===== src/rtl/char_div_pkg.sv =====
// char_div_pkg: shared types and default constants for char_division_gen.
//   state_t       - calculation FSM states
//   DEF_*         - default fraction numerators/shifts and per-line trims
//   trim_slice()  - extracts the signed 8-bit trim for partition line k
package char_div_pkg;

  typedef enum logic [2:0] {
    IDLE,
    CALC_V,
    CALC_ROW,
    CALC_H,
    COMMIT
  } state_t;

  localparam int unsigned DEF_FIRST_NUM  = 21;
  localparam int unsigned DEF_PITCH_NUM  = 9;
  localparam int unsigned DEF_H_SHIFT    = 6;
  localparam int unsigned DEF_MARGIN_NUM = 3;
  localparam int unsigned DEF_V_SHIFT    = 5;
  localparam int unsigned DEF_ROW1_NUM   = 5;
  localparam int unsigned DEF_ROW2_NUM   = 12;
  localparam int unsigned DEF_ROW_SHIFT  = 4;

  // Largest partition-line count the trim helper can address.
  localparam int unsigned MAX_LINES  = 15;
  localparam int unsigned TRIM_MAX_W = MAX_LINES * 8;

  // Slice k sits at bits [k*8 +: 8]; line 5 = -11, 4 = -4, 3 = -2, 2..0 = 0.
  localparam logic [47:0] DEF_TRIM = {8'hF5, 8'hFC, 8'hFE, 8'h00, 8'h00, 8'h00};

  function automatic logic signed [7:0] trim_slice(input logic [TRIM_MAX_W-1:0] trim,
                                                   input int unsigned k);
    return trim[k*8 +: 8];
  endfunction

endpackage


===== src/rtl/char_div_scale.sv =====
// char_div_scale: combinational multiply-shift-add, out = base + ((a * num) >> shift).
//   base  - signed W+2 addend
//   a     - unsigned W-bit operand
//   num   - unsigned runtime numerator (W+8 bits, product is 2W+8 bits)
//   shift - right shift applied to the full product before truncation
//   out   - signed W+2 sum
module char_div_scale #(
  parameter int unsigned W    = 12,
  parameter int unsigned SH_W = 5
) (
  input  logic signed [W+1:0]  base,
  input  logic        [W-1:0]  a,
  input  logic        [W+7:0]  num,
  input  logic        [SH_W-1:0] shift,
  output logic signed [W+1:0]  out
);

  localparam int unsigned PW = 2*W + 8;

  logic [PW-1:0] prod;

  always_comb begin
    prod = PW'(a) * PW'(num);
    // Shifted product is non-negative and truncated to the sum width.
    out  = base + $signed((W+2)'(prod >> shift));
  end

endmodule


===== src/rtl/char_division_gen.sv =====
// char_division_gen: per-frame character segmentation geometry for the plate path.
//   clk, rst                    - pixel clock, synchronous active-high reset
//   i_x, i_y                    - current video position; TRIG_X/TRIG_Y starts a calculation
//   edge_left/right/up/down     - plate box, snapshotted at the trigger
//   partition_lines             - N_CHAR-1 vertical lines, line k at [k*W +: W]
//   char_up/down_position       - character vertical bounds
//   row_scanf_line1/2           - row-scan lines
//   valid                       - one-cycle pulse when outputs update
//   busy                        - calculation in progress
//   geom_err                    - last attempt rejected for degenerate geometry
module char_division_gen
  import char_div_pkg::*;
#(
  parameter int unsigned W          = 12,
  parameter int unsigned N_CHAR     = 7,
  parameter int unsigned TRIG_X     = 450,
  parameter int unsigned TRIG_Y     = 250,
  parameter int unsigned FIRST_NUM  = DEF_FIRST_NUM,
  parameter int unsigned PITCH_NUM  = DEF_PITCH_NUM,
  parameter int unsigned H_SHIFT    = DEF_H_SHIFT,
  parameter int unsigned MARGIN_NUM = DEF_MARGIN_NUM,
  parameter int unsigned V_SHIFT    = DEF_V_SHIFT,
  parameter int unsigned ROW1_NUM   = DEF_ROW1_NUM,
  parameter int unsigned ROW2_NUM   = DEF_ROW2_NUM,
  parameter int unsigned ROW_SHIFT  = DEF_ROW_SHIFT,
  parameter logic [(N_CHAR-1)*8-1:0] TRIM = ((N_CHAR-1)*8)'(DEF_TRIM)
) (
  input  logic                       clk,
  input  logic                       rst,
  input  logic [W-1:0]               i_x,
  input  logic [W-1:0]               i_y,
  input  logic [W-1:0]               edge_left,
  input  logic [W-1:0]               edge_right,
  input  logic [W-1:0]               edge_up,
  input  logic [W-1:0]               edge_down,
  output logic [(N_CHAR-1)*W-1:0]    partition_lines,
  output logic [W-1:0]               char_up_position,
  output logic [W-1:0]               char_down_position,
  output logic [W-1:0]               row_scanf_line1,
  output logic [W-1:0]               row_scanf_line2,
  output logic                       valid,
  output logic                       busy,
  output logic                       geom_err
);

  localparam int unsigned NL    = N_CHAR - 1;
  localparam int unsigned KW    = (NL > 1) ? $clog2(NL) : 1;
  localparam int unsigned SW    = W + 2;
  localparam int unsigned NUM_W = W + 8;
  localparam int unsigned SH_W  = 5;

  state_t state;

  logic [W-1:0]    sh_left, sh_right, sh_up, sh_down;
  logic [W-1:0]    up_s, dn_s, row1_s, row2_s;
  logic [NL*W-1:0] lines_s;
  logic [KW-1:0]   k;

  logic [W-1:0]          w_cur, h_cur, ch;
  logic signed [SW-1:0]  ch_full;
  logic [TRIM_MAX_W-1:0] trim_all;
  logic signed [7:0]     trim_k;

  logic signed [SW-1:0] a_base, a_out, b_base, b_out;
  logic [W-1:0]         a_a, b_a;
  logic [NUM_W-1:0]     a_num, b_num;
  logic [SH_W-1:0]      a_sh, b_sh;

  logic signed [SW-1:0] left_x, right_x;
  logic [W-1:0]         line_val;
  logic                 trig;

  always_comb begin
    trig     = (i_x == W'(TRIG_X)) && (i_y == W'(TRIG_Y));
    w_cur    = sh_right - sh_left;
    h_cur    = sh_down - sh_up;
    ch_full  = $signed({2'b00, dn_s}) - $signed({2'b00, up_s});
    ch       = (ch_full < 0) ? '0 : W'(ch_full);
    trim_all = TRIM_MAX_W'(TRIM);
    trim_k   = trim_slice(trim_all, 32'(k));
  end

  // Two shared scale units. In CALC_H unit B chains on unit A so the
  // first-offset and pitch terms are truncated separately.
  always_comb begin
    a_base = '0;
    a_a    = '0;
    a_num  = '0;
    a_sh   = '0;
    case (state)
      CALC_V: begin
        a_base = $signed({2'b00, sh_up});
        a_a    = h_cur;
        a_num  = NUM_W'(MARGIN_NUM);
        a_sh   = SH_W'(V_SHIFT);
      end
      CALC_ROW: begin
        a_base = $signed({2'b00, up_s});
        a_a    = ch;
        a_num  = NUM_W'(ROW1_NUM);
        a_sh   = SH_W'(ROW_SHIFT);
      end
      CALC_H: begin
        a_base = $signed({2'b00, sh_left}) + $signed({{(SW-8){trim_k[7]}}, trim_k});
        a_a    = w_cur;
        a_num  = NUM_W'(FIRST_NUM);
        a_sh   = SH_W'(H_SHIFT);
      end
      default: ;
    endcase
  end

  always_comb begin
    b_base = '0;
    b_a    = '0;
    b_num  = '0;
    b_sh   = '0;
    case (state)
      CALC_ROW: begin
        b_base = $signed({2'b00, up_s});
        b_a    = ch;
        b_num  = NUM_W'(ROW2_NUM);
        b_sh   = SH_W'(ROW_SHIFT);
      end
      CALC_H: begin
        b_base = a_out;
        b_a    = w_cur;
        b_num  = NUM_W'(k) * NUM_W'(PITCH_NUM);
        b_sh   = SH_W'(H_SHIFT);
      end
      default: ;
    endcase
  end

  char_div_scale #(.W(W), .SH_W(SH_W)) u_scale_a (
    .base  (a_base),
    .a     (a_a),
    .num   (a_num),
    .shift (a_sh),
    .out   (a_out)
  );

  char_div_scale #(.W(W), .SH_W(SH_W)) u_scale_b (
    .base  (b_base),
    .a     (b_a),
    .num   (b_num),
    .shift (b_sh),
    .out   (b_out)
  );

  // Clamp the partition line into [left, right] using the signed sum.
  always_comb begin
    left_x  = $signed({2'b00, sh_left});
    right_x = $signed({2'b00, sh_right});
    if (b_out < left_x) begin
      line_val = sh_left;
    end else if (b_out > right_x) begin
      line_val = sh_right;
    end else begin
      line_val = W'(b_out);
    end
  end

  always_ff @(posedge clk) begin
    if (rst) begin
      state              <= IDLE;
      sh_left            <= '0;
      sh_right           <= '0;
      sh_up              <= '0;
      sh_down            <= '0;
      up_s               <= '0;
      dn_s               <= '0;
      row1_s             <= '0;
      row2_s             <= '0;
      lines_s            <= '0;
      k                  <= '0;
      partition_lines    <= '0;
      char_up_position   <= '0;
      char_down_position <= '0;
      row_scanf_line1    <= '0;
      row_scanf_line2    <= '0;
      valid              <= 1'b0;
      busy               <= 1'b0;
      geom_err           <= 1'b0;
    end else begin
      valid <= 1'b0;
      case (state)
        IDLE: begin
          if (trig) begin
            sh_left  <= edge_left;
            sh_right <= edge_right;
            sh_up    <= edge_up;
            sh_down  <= edge_down;
            busy     <= 1'b1;
            state    <= CALC_V;
          end
        end
        CALC_V: begin
          if ((sh_right <= sh_left) || (sh_down <= sh_up)) begin
            geom_err <= 1'b1;
            busy     <= 1'b0;
            state    <= IDLE;
          end else begin
            // a_out = up + margin; the margin is recovered to trim the lower edge.
            up_s  <= W'(a_out);
            dn_s  <= W'($signed({2'b00, sh_down}) - (a_out - $signed({2'b00, sh_up})));
            state <= CALC_ROW;
          end
        end
        CALC_ROW: begin
          row1_s <= W'(a_out);
          row2_s <= W'(b_out);
          k      <= '0;
          state  <= CALC_H;
        end
        CALC_H: begin
          lines_s[int'(k)*W +: W] <= line_val;
          if (k == KW'(NL - 1)) begin
            state <= COMMIT;
          end else begin
            k <= k + 1'b1;
          end
        end
        COMMIT: begin
          partition_lines    <= lines_s;
          char_up_position   <= up_s;
          char_down_position <= dn_s;
          row_scanf_line1    <= row1_s;
          row_scanf_line2    <= row2_s;
          valid              <= 1'b1;
          geom_err           <= 1'b0;
          busy               <= 1'b0;
          state              <= IDLE;
        end
        default: state <= IDLE;
      endcase
    end
  end

endmodule


===== config.mk =====
export PLATFORM = sky130hd
export DESIGN_NAME = char_division_gen
export DESIGN_NICKNAME = d
export VERILOG_FILES = /design/src/rtl/char_div_pkg.sv /design/src/rtl/char_div_scale.sv /design/src/rtl/char_division_gen.sv
export SDC_FILE = /design/constraint.sdc
export NUM_CORES = 1
export LEC_CHECK = 0
export CORE_MARGIN = 2
export CORE_UTILIZATION = 59
export DETAILED_ROUTE_END_ITERATION = 12
export DONT_BUFFER_PORTS = 1
export GPL_TIMING_DRIVEN = 0
export PLACE_DENSITY_LB_ADDON = 0.3
export SLEW_MARGIN = 20
export SYNTH_ARGS = -nofsm -noshare
export SYNTH_HDL_FRONTEND = slang
export SYNTH_SLANG_ARGS = --single-unit

===== constraint.sdc =====
create_clock -name clk -period 11.4 [get_ports clk]
set_clock_uncertainty 0.15 [all_clocks]
set_input_delay 2.28 -clock clk [delete_from_list [all_inputs] [get_ports clk]]
set_output_delay 2.28 -clock clk [all_outputs]
set_load 0.1 [all_outputs]

## Word-level counts from Yosys, hierarchy flattened

Index checks and enable logic that the tools add are counted.

| storage, ports and cells | value |
|---|---|
| flip-flop bits (word level) | 297 |
| input port bits | 74 |
| output and inout bits | 123 |

| operators by class | value |
|---|---|
| $add $sub $neg | 10 |
| multiply operators | 4 |
| magnitude comparators | 5 |
| eq/ne operators | 11 |
| shift operators | 5 |
| multiplexer cells | 24 |
| bitwise operators | 1 |
| reductions and logical operators | 12 |

Operator list:

| operator | number |
|---|---|
| $shiftx A120 B7 Y8 const A | 1 |
| $bwmux W72 | 1 |
| $shift A12 B34 Y72 const A | 1 |
| $shiftx A12 B34 Y72 | 1 |
| $shr A32 B3 Y14 | 2 |
| $sub A12 B12 Y12 | 4 |
| $pmux W14 S3 | 1 |
| $mux W12 | 3 |
| $pmux W12 S3 | 1 |
| $neg A7 Y34 | 1 |
| $add A14 B14 Y14 | 2 |
| $pmux W14 S2 | 1 |
| $le A12 B12 Y1 | 2 |
| $pmux W12 S2 | 1 |
| $mul A12 B7 Y19 | 1 |
| $mul A12 B5 Y17 | 1 |
| $pmux W5 S3 | 1 |
| $add A13 B8 Y14 | 1 |
| $gt A14 B13 Y1 | 1 |
| $lt A14 B13 Y1 | 1 |
| $pmux W7 S2 | 1 |
| $lt A13 B1 Y1 const B | 1 |
| $sub A12 B12 Y13 | 1 |
| $eq A12 B8 Y1 const B | 1 |
| 24 further kinds | 40 |

## Logic depth before layout (Yosys ltp)

| logic depth | value |
|---|---|
| depth in word-level cells | 14 |
| depth in mapped cells | 61 |

## By module

Synthesis repeated with hierarchy kept, for this count alone.

| second synthesis, totals | value |
|---|---|
| cells, all modules | 4331 |
| area total of the unflattened synthesis | 35730.5 µm² |

Modules (own cells, without submodules):

| module | times used | cells each | area an instance (µm²) |
|---|---|---|---|
| char_division_gen | 1 | 2001 | 16054.1 |
| char_div_scale (u_scale_b) | 1 | 1185 | 9932.0 |
| char_div_scale (u_scale_a) | 1 | 1145 | 9744.3 |

## Worst setup path before layout

OpenSTA, ideal clock, no wires.

| path | value |
|---|---|
| path type | register to register |
| from | register up_s[2] |
| to | register lines_s[19] |
| library setup time | 0.129 ns |
| data arrival time | 10.747 ns |
| data required time | 11.121 ns |
| setup slack | 0.374 ns |
| stages on the path, launching flop included | 55 |
| period minus slack after synthesis | 11.026 ns |
| cells stage by stage | dfxtp_1 -> inv_1 -> ha_1 -> nor2b_1 -> o21ai_0 -> a21boi_1 -> o21ai_0 -> a21boi_1 -> o21ai_0 -> a21boi_1 -> o31a_1 -> o31a_1 -> clkbuf_1 -> a21oi_1 -> inv_1 -> ha_1 -> ha_1 -> inv_1 -> [... 19 more ...] -> or4b_2 -> nand3_1 -> mux2i_1 -> nor2_1 -> ha_1 -> inv_1 -> o31ai_1 -> xnor2_1 -> ha_1 -> a211o_1 -> a21oi_1 -> a21oi_1 -> nor3_2 -> clkbuf_1 -> o21ai_0 -> mux4_2 -> a32oi_1 -> o21ai_0 |

| on the way | value |
|---|---|
| cells in the longest elaborated chain, start to end | 14 |
| elaborated cells on any way between the ends | 19 |
| classes of those cells | 3 x add/sub; 2 x mul; 3 x order compare; 3 x shift; 8 x mux |

RTL lines:

| what | RTL line | source |
|---|---|---|
| start: declaration | char_division_gen.sv:55 | `logic [W-1:0] up_s, dn_s, row1_s, row2_s;` |
| start signal: assignment | char_division_gen.sv:205 | `up_s <= W'(a_out);` |
| $sub A12 B12 Y13 | char_division_gen.sv:77 | `ch_full = $signed({2'b00, dn_s}) - $signed({2'b00, up_s});` |
| $lt A13 B1 Y1 | char_division_gen.sv:78 | `ch = (ch_full < 0) ? '0 : W'(ch_full);` |
| $mux W12 | char_division_gen.sv:78 |  |
| $pmux W12 S3 | char_division_gen.sv:90 | `case (state)` |
| $mul A12 B5 Y17 | char_div_scale.sv:23 | `prod = PW'(a) * PW'(num);` |
| $shr A32 B3 Y14 | char_div_scale.sv:25 | `out = base + $signed((W+2)'(prod >> shift));` |
| $add A14 B14 Y14 | char_div_scale.sv:25 |  |
| $pmux W14 S2 | char_division_gen.sv:118 | `case (state)` |
| $add A14 B14 Y14 (*) | char_div_scale.sv:25 |  |
| net b_out[11] | char_division_gen.sv:64 | `logic signed [SW-1:0] a_base, a_out, b_base, b_out;` |
| $gt A14 B13 Y1 | char_division_gen.sv:157 | `end else if (b_out > right_x) begin` |
| $mux W12 | char_division_gen.sv:157 |  |
| $mux W12 (*) | char_division_gen.sv:155 | `if (b_out < left_x) begin` |
| $shiftx A12 B34 Y72 (*) | char_division_gen.sv:217 | `lines_s[int'(k)*W +: W] <= line_val;` |
| $bwmux W72 (*) | char_division_gen.sv:217 |  |
| end signal: indexed assignment | char_division_gen.sv:217 |  |
| end: declaration | char_division_gen.sv:56 | `logic [NL*W-1:0] lines_s;` |

The timed path passes the listed nets; every way through them passes the cells marked *.
A chain may end at the register's enable or synchronous reset.

## Worst setup path after layout

| path | value |
|---|---|
| from | register state[1] |
| to | register lines_s[60] |

| on the way | value |
|---|---|
| cells in the longest elaborated chain, start to end | 12 |
| elaborated cells on any way between the ends | 23 |
| classes of those cells | 2 x add/sub; 2 x mul; 2 x order compare; 3 x eq/ne; 3 x shift; 11 x mux |

RTL lines:

| what | RTL line | source |
|---|---|---|
| start: declaration | char_division_gen.sv:52 | `state_t state;` |
| start signal: assignment | char_division_gen.sv:166 | `state <= IDLE;` |
| start signal: assignment | char_division_gen.sv:195 | `state <= CALC_V;` |
| start signal: assignment | char_division_gen.sv:202 | `state <= IDLE;` |
| $eq A3 B2 Y1 or $eq A3 B1 Y1 (tied branches) | char_division_gen.sv:90, char_division_gen.sv:118 |  |
| $pmux W12 S3 or $pmux W5 S3 (tied branches) | char_division_gen.sv:90 |  |
| $mul A12 B5 Y17 | char_div_scale.sv:23 |  |
| $shr A32 B3 Y14 | char_div_scale.sv:25 |  |
| $add A14 B14 Y14 | char_div_scale.sv:25 |  |
| $pmux W14 S2 | char_division_gen.sv:118 |  |
| $add A14 B14 Y14 (*) | char_div_scale.sv:25 |  |
| net b_out[6] | char_division_gen.sv:64 |  |
| $gt A14 B13 Y1 | char_division_gen.sv:157 |  |
| $mux W12 | char_division_gen.sv:157 |  |
| $mux W12 (*) | char_division_gen.sv:155 |  |
| $shiftx A12 B34 Y72 (*) | char_division_gen.sv:217 |  |
| $bwmux W72 (*) | char_division_gen.sv:217 |  |

Marked as above.

==> metrics <==
core box area=0.0363 mm²; largest cells by area after synthesis=dfxtp_1, ha_1, nand2_1; Buf/Inv on CP=10; RD Place Congestion=1.07; Starting Density=0.595; worst setup margin=-220 ps; antenna violations before repair=5; crit path max fanout=10; CP Launch Type=flip-flop; drt wl/cell=25.5 µm; Final ANT Viol Nets=0; nets=3254; number of synthesized flops with an enable pin=0; Final setup violation count=59; via count=22000; P_leak=10.1 nW; Hold-fix buffers, CTS=0; Worst Hold Launch=lines_s[46]; Reg-to-Reg End=lines_s[60]; DRC violations left=0; Synth area leader=dfxtp_1; Max clock buf depth=3; initial drt markers=1905; count leader, synth=nand2_1; total negative slack=-5490 ps; failing checks=negative setup slack; Main synth FF type=dfxtp_1; Inserted Clock Buffers=31; Synth Warn #=0; Worst-path clk slew=60 ps; Top cell by count, worst path=ha_1; Reg2Reg Setup Slack=-220 ps; Syn Area/Cell=7.87 µm²; Synth Register Bits=297; HP Class=reg -> reg; Vias/cell=6.48; max-cap check violation count=0; Hold Fails Final Rpt=0; R2R cell count=47; Mapped Cells=2746; Worst path depth=47; CTS sink count=297; hold endpoint=partition_lines[46]; asr flop ratio synth=0; Worst-Margin Slew=1320 ps; fmax=86.1 MHz; number of global-route vias before repair=21600; Mapped Area=0.0216 mm²; later-pin clock latency in the skew report=600 ps; Tmin final=11620 ps; number of different library cells in the post-synthesis netlist=97; Slew Viols, Final=0; Final Cycle Share=1.02; CP required=11690 ps; Max-slew headroom=0.118; first-pass detailed-route iteration total=7; fillers=2763; H-tree depth=1; Post-synth top cells=nand2_1, dfxtp_1, nor2_1, a21oi_1, inv_1; power per cell area=80.3 mW/mm²; Hold Path Depth=2; FP Rows=70; Die W=195 µm; post-layout util=0.716; Top delay family on crit path=compound AO/OA/AOI/OAI gates; RSZ-0062 raised after global routing=true; CTS tree=built; syn nets=3097; detailed-route wire length=86.4 mm; CP Capture Type=flip-flop; Setup CP Type=reg -> reg; Root Buffer=clkbuf_16; r2r startpoint=state[1]; HPWL after DPL=64.7 mm; crit path DAT=11910 ps; sequential fraction of the synthesis area=0.275; total track usage=0.438; largest net degree at the start of global routing=16; CP max stage delay=530 ps; status=complete, but fails checks; gr ovfl total=0; die area=0.0382 mm²; I/O Pins=197; CP max stage cell=fa_1; IO buf count=0; first-pass GRT wire length=127 mm; share of layout cells above drive strength 1=0.166; post-synth top area share=0.275; synth-to-layout area growth=20.5%; Die H=195 µm; Peak VDD IR=0.108 mV
kinds of logic after synthesis:
kind of cell    Yosys count  share of synthesized area
compound gates          673                      0.199
xor+xnor                 75                     0.0307
fa+ha+maj               277                      0.186
buf+inv                 344                     0.0606
flops                   297                      0.275
mux                      97                     0.0496
simple gates            983                      0.199
metrics by stage:
step | instance area [µm²] | std cells | hold WS (ps) | setup slack [ps] | total power [mW]
after floorplan | 21600 | 2746 | 277 | 374 | 1.08
after global placement | 22200 | 3214 | 289 | -3200 | 1.09
after detailed placement | 22200 | 3215 | 299 | -3210 | 1.09
after CTS | 25100 | 3340 | 307 | -72.3 | 2.09
after global routing | 26000 | 3392 | 320 | -503 | 2.13
final | 26000 | 3395 | 309 | -220 | 2.09
sequential cells by signal, summed over array words and instances (netlist names):
name and count:
dn_s 12, partition_lines 72, k 3, char_down_position 12, sh_right 12, geom_err 1, busy 1, sh_up 12
char_up_position 12, row_scanf_line2 12, lines_s 72, up_s 12, row2_s 12, state 3, valid 1, row1_s 12
sh_left 12, sh_down 12, row_scanf_line1 12
what timing repair did:
action	4_1_cts	5_1_grt
endpoints found under the hold margin	0	0
gates resized for setup	241	145
pin swaps	98	85
endpoints found under the setup margin	73	72
setup buffers	71	51
gates cloned	1	1
cells in the final DEF, fill, tap and decap left out, drive strengths merged, types with 9 or more instances in the layout:
cell,n
ha,202
a311oi,14
nand3b,23
inv,225
or2,10
o21ai,127
a21o,37
o32ai,9
a22oi,34
nor2b,38
nor2,274
o31ai,10
o22ai,22
a211oi,24
xnor2,57
clkbuf,144
mux2i,84
nand3,32
and2,16
o21a,14
and3,9
or3,11
fa,75
a31oi,20
a21oi,260
dfxtp,297
nand2b,14
buf,143
o21bai,13
nand2,465
nand4,16
nor3,53
a21boi,19
xor2,18
power breakdown:
group          total (mW)  switching (mW)  internal (mW)
combinational      0.0323          0.0270        0.00528
sequential           1.04    0.0000000325           1.04
clock                1.02           0.439          0.583
routing by layer:
metal,vias up,global-route usage,routed length (µm)
li1,9795,-,-
met1,10400,0.482,30200
met2,1340,0.737,40100
met3,445,0.0739,7200
met4,0,0.376,8930
met5,-,0,0
worst register-to-register path: cells and delay by family, from the launching register on:
family          cells  cell delay, ps
compound gates     15            3070
xor+xnor            3             950
fa+ha+maj           6            1990
buf+inv            10            1850
flops               1             310
mux                 2             540
simple gates       11            2610
how the worst max path moves through the flow:
stage,end,slack (ps),start
final,lines_s[60],-220,state[1]
after global routing,lines_s[56],-500,dn_s[0]
after CTS,lines_s[60],-70,dn_s[0]
after detailed placement,lines_s[34],-3210,up_s[2]
after global placement,lines_s[34],-3200,up_s[0]
after floorplan,lines_s[19],370,up_s[2]
layout make-up:
class | count | area (µm²) | share of cell area
clock inverter | 11 | 125 | 0.00481
multi-input combinational | 2105 | 16000 | 0.615
clock buffer | 43 | 881 | 0.0338
tap | 468 | 586 | 0.0225
inverter | 224 | 843 | 0.0324
sequential | 297 | 5960 | 0.229
buffer | 119 | 492 | 0.0189
antenna | 3 | 7.51 | 0.000288
timing repair buffer | 125 | 1130 | 0.0433
Note: power is estimated with default switching activity, not from simulation.
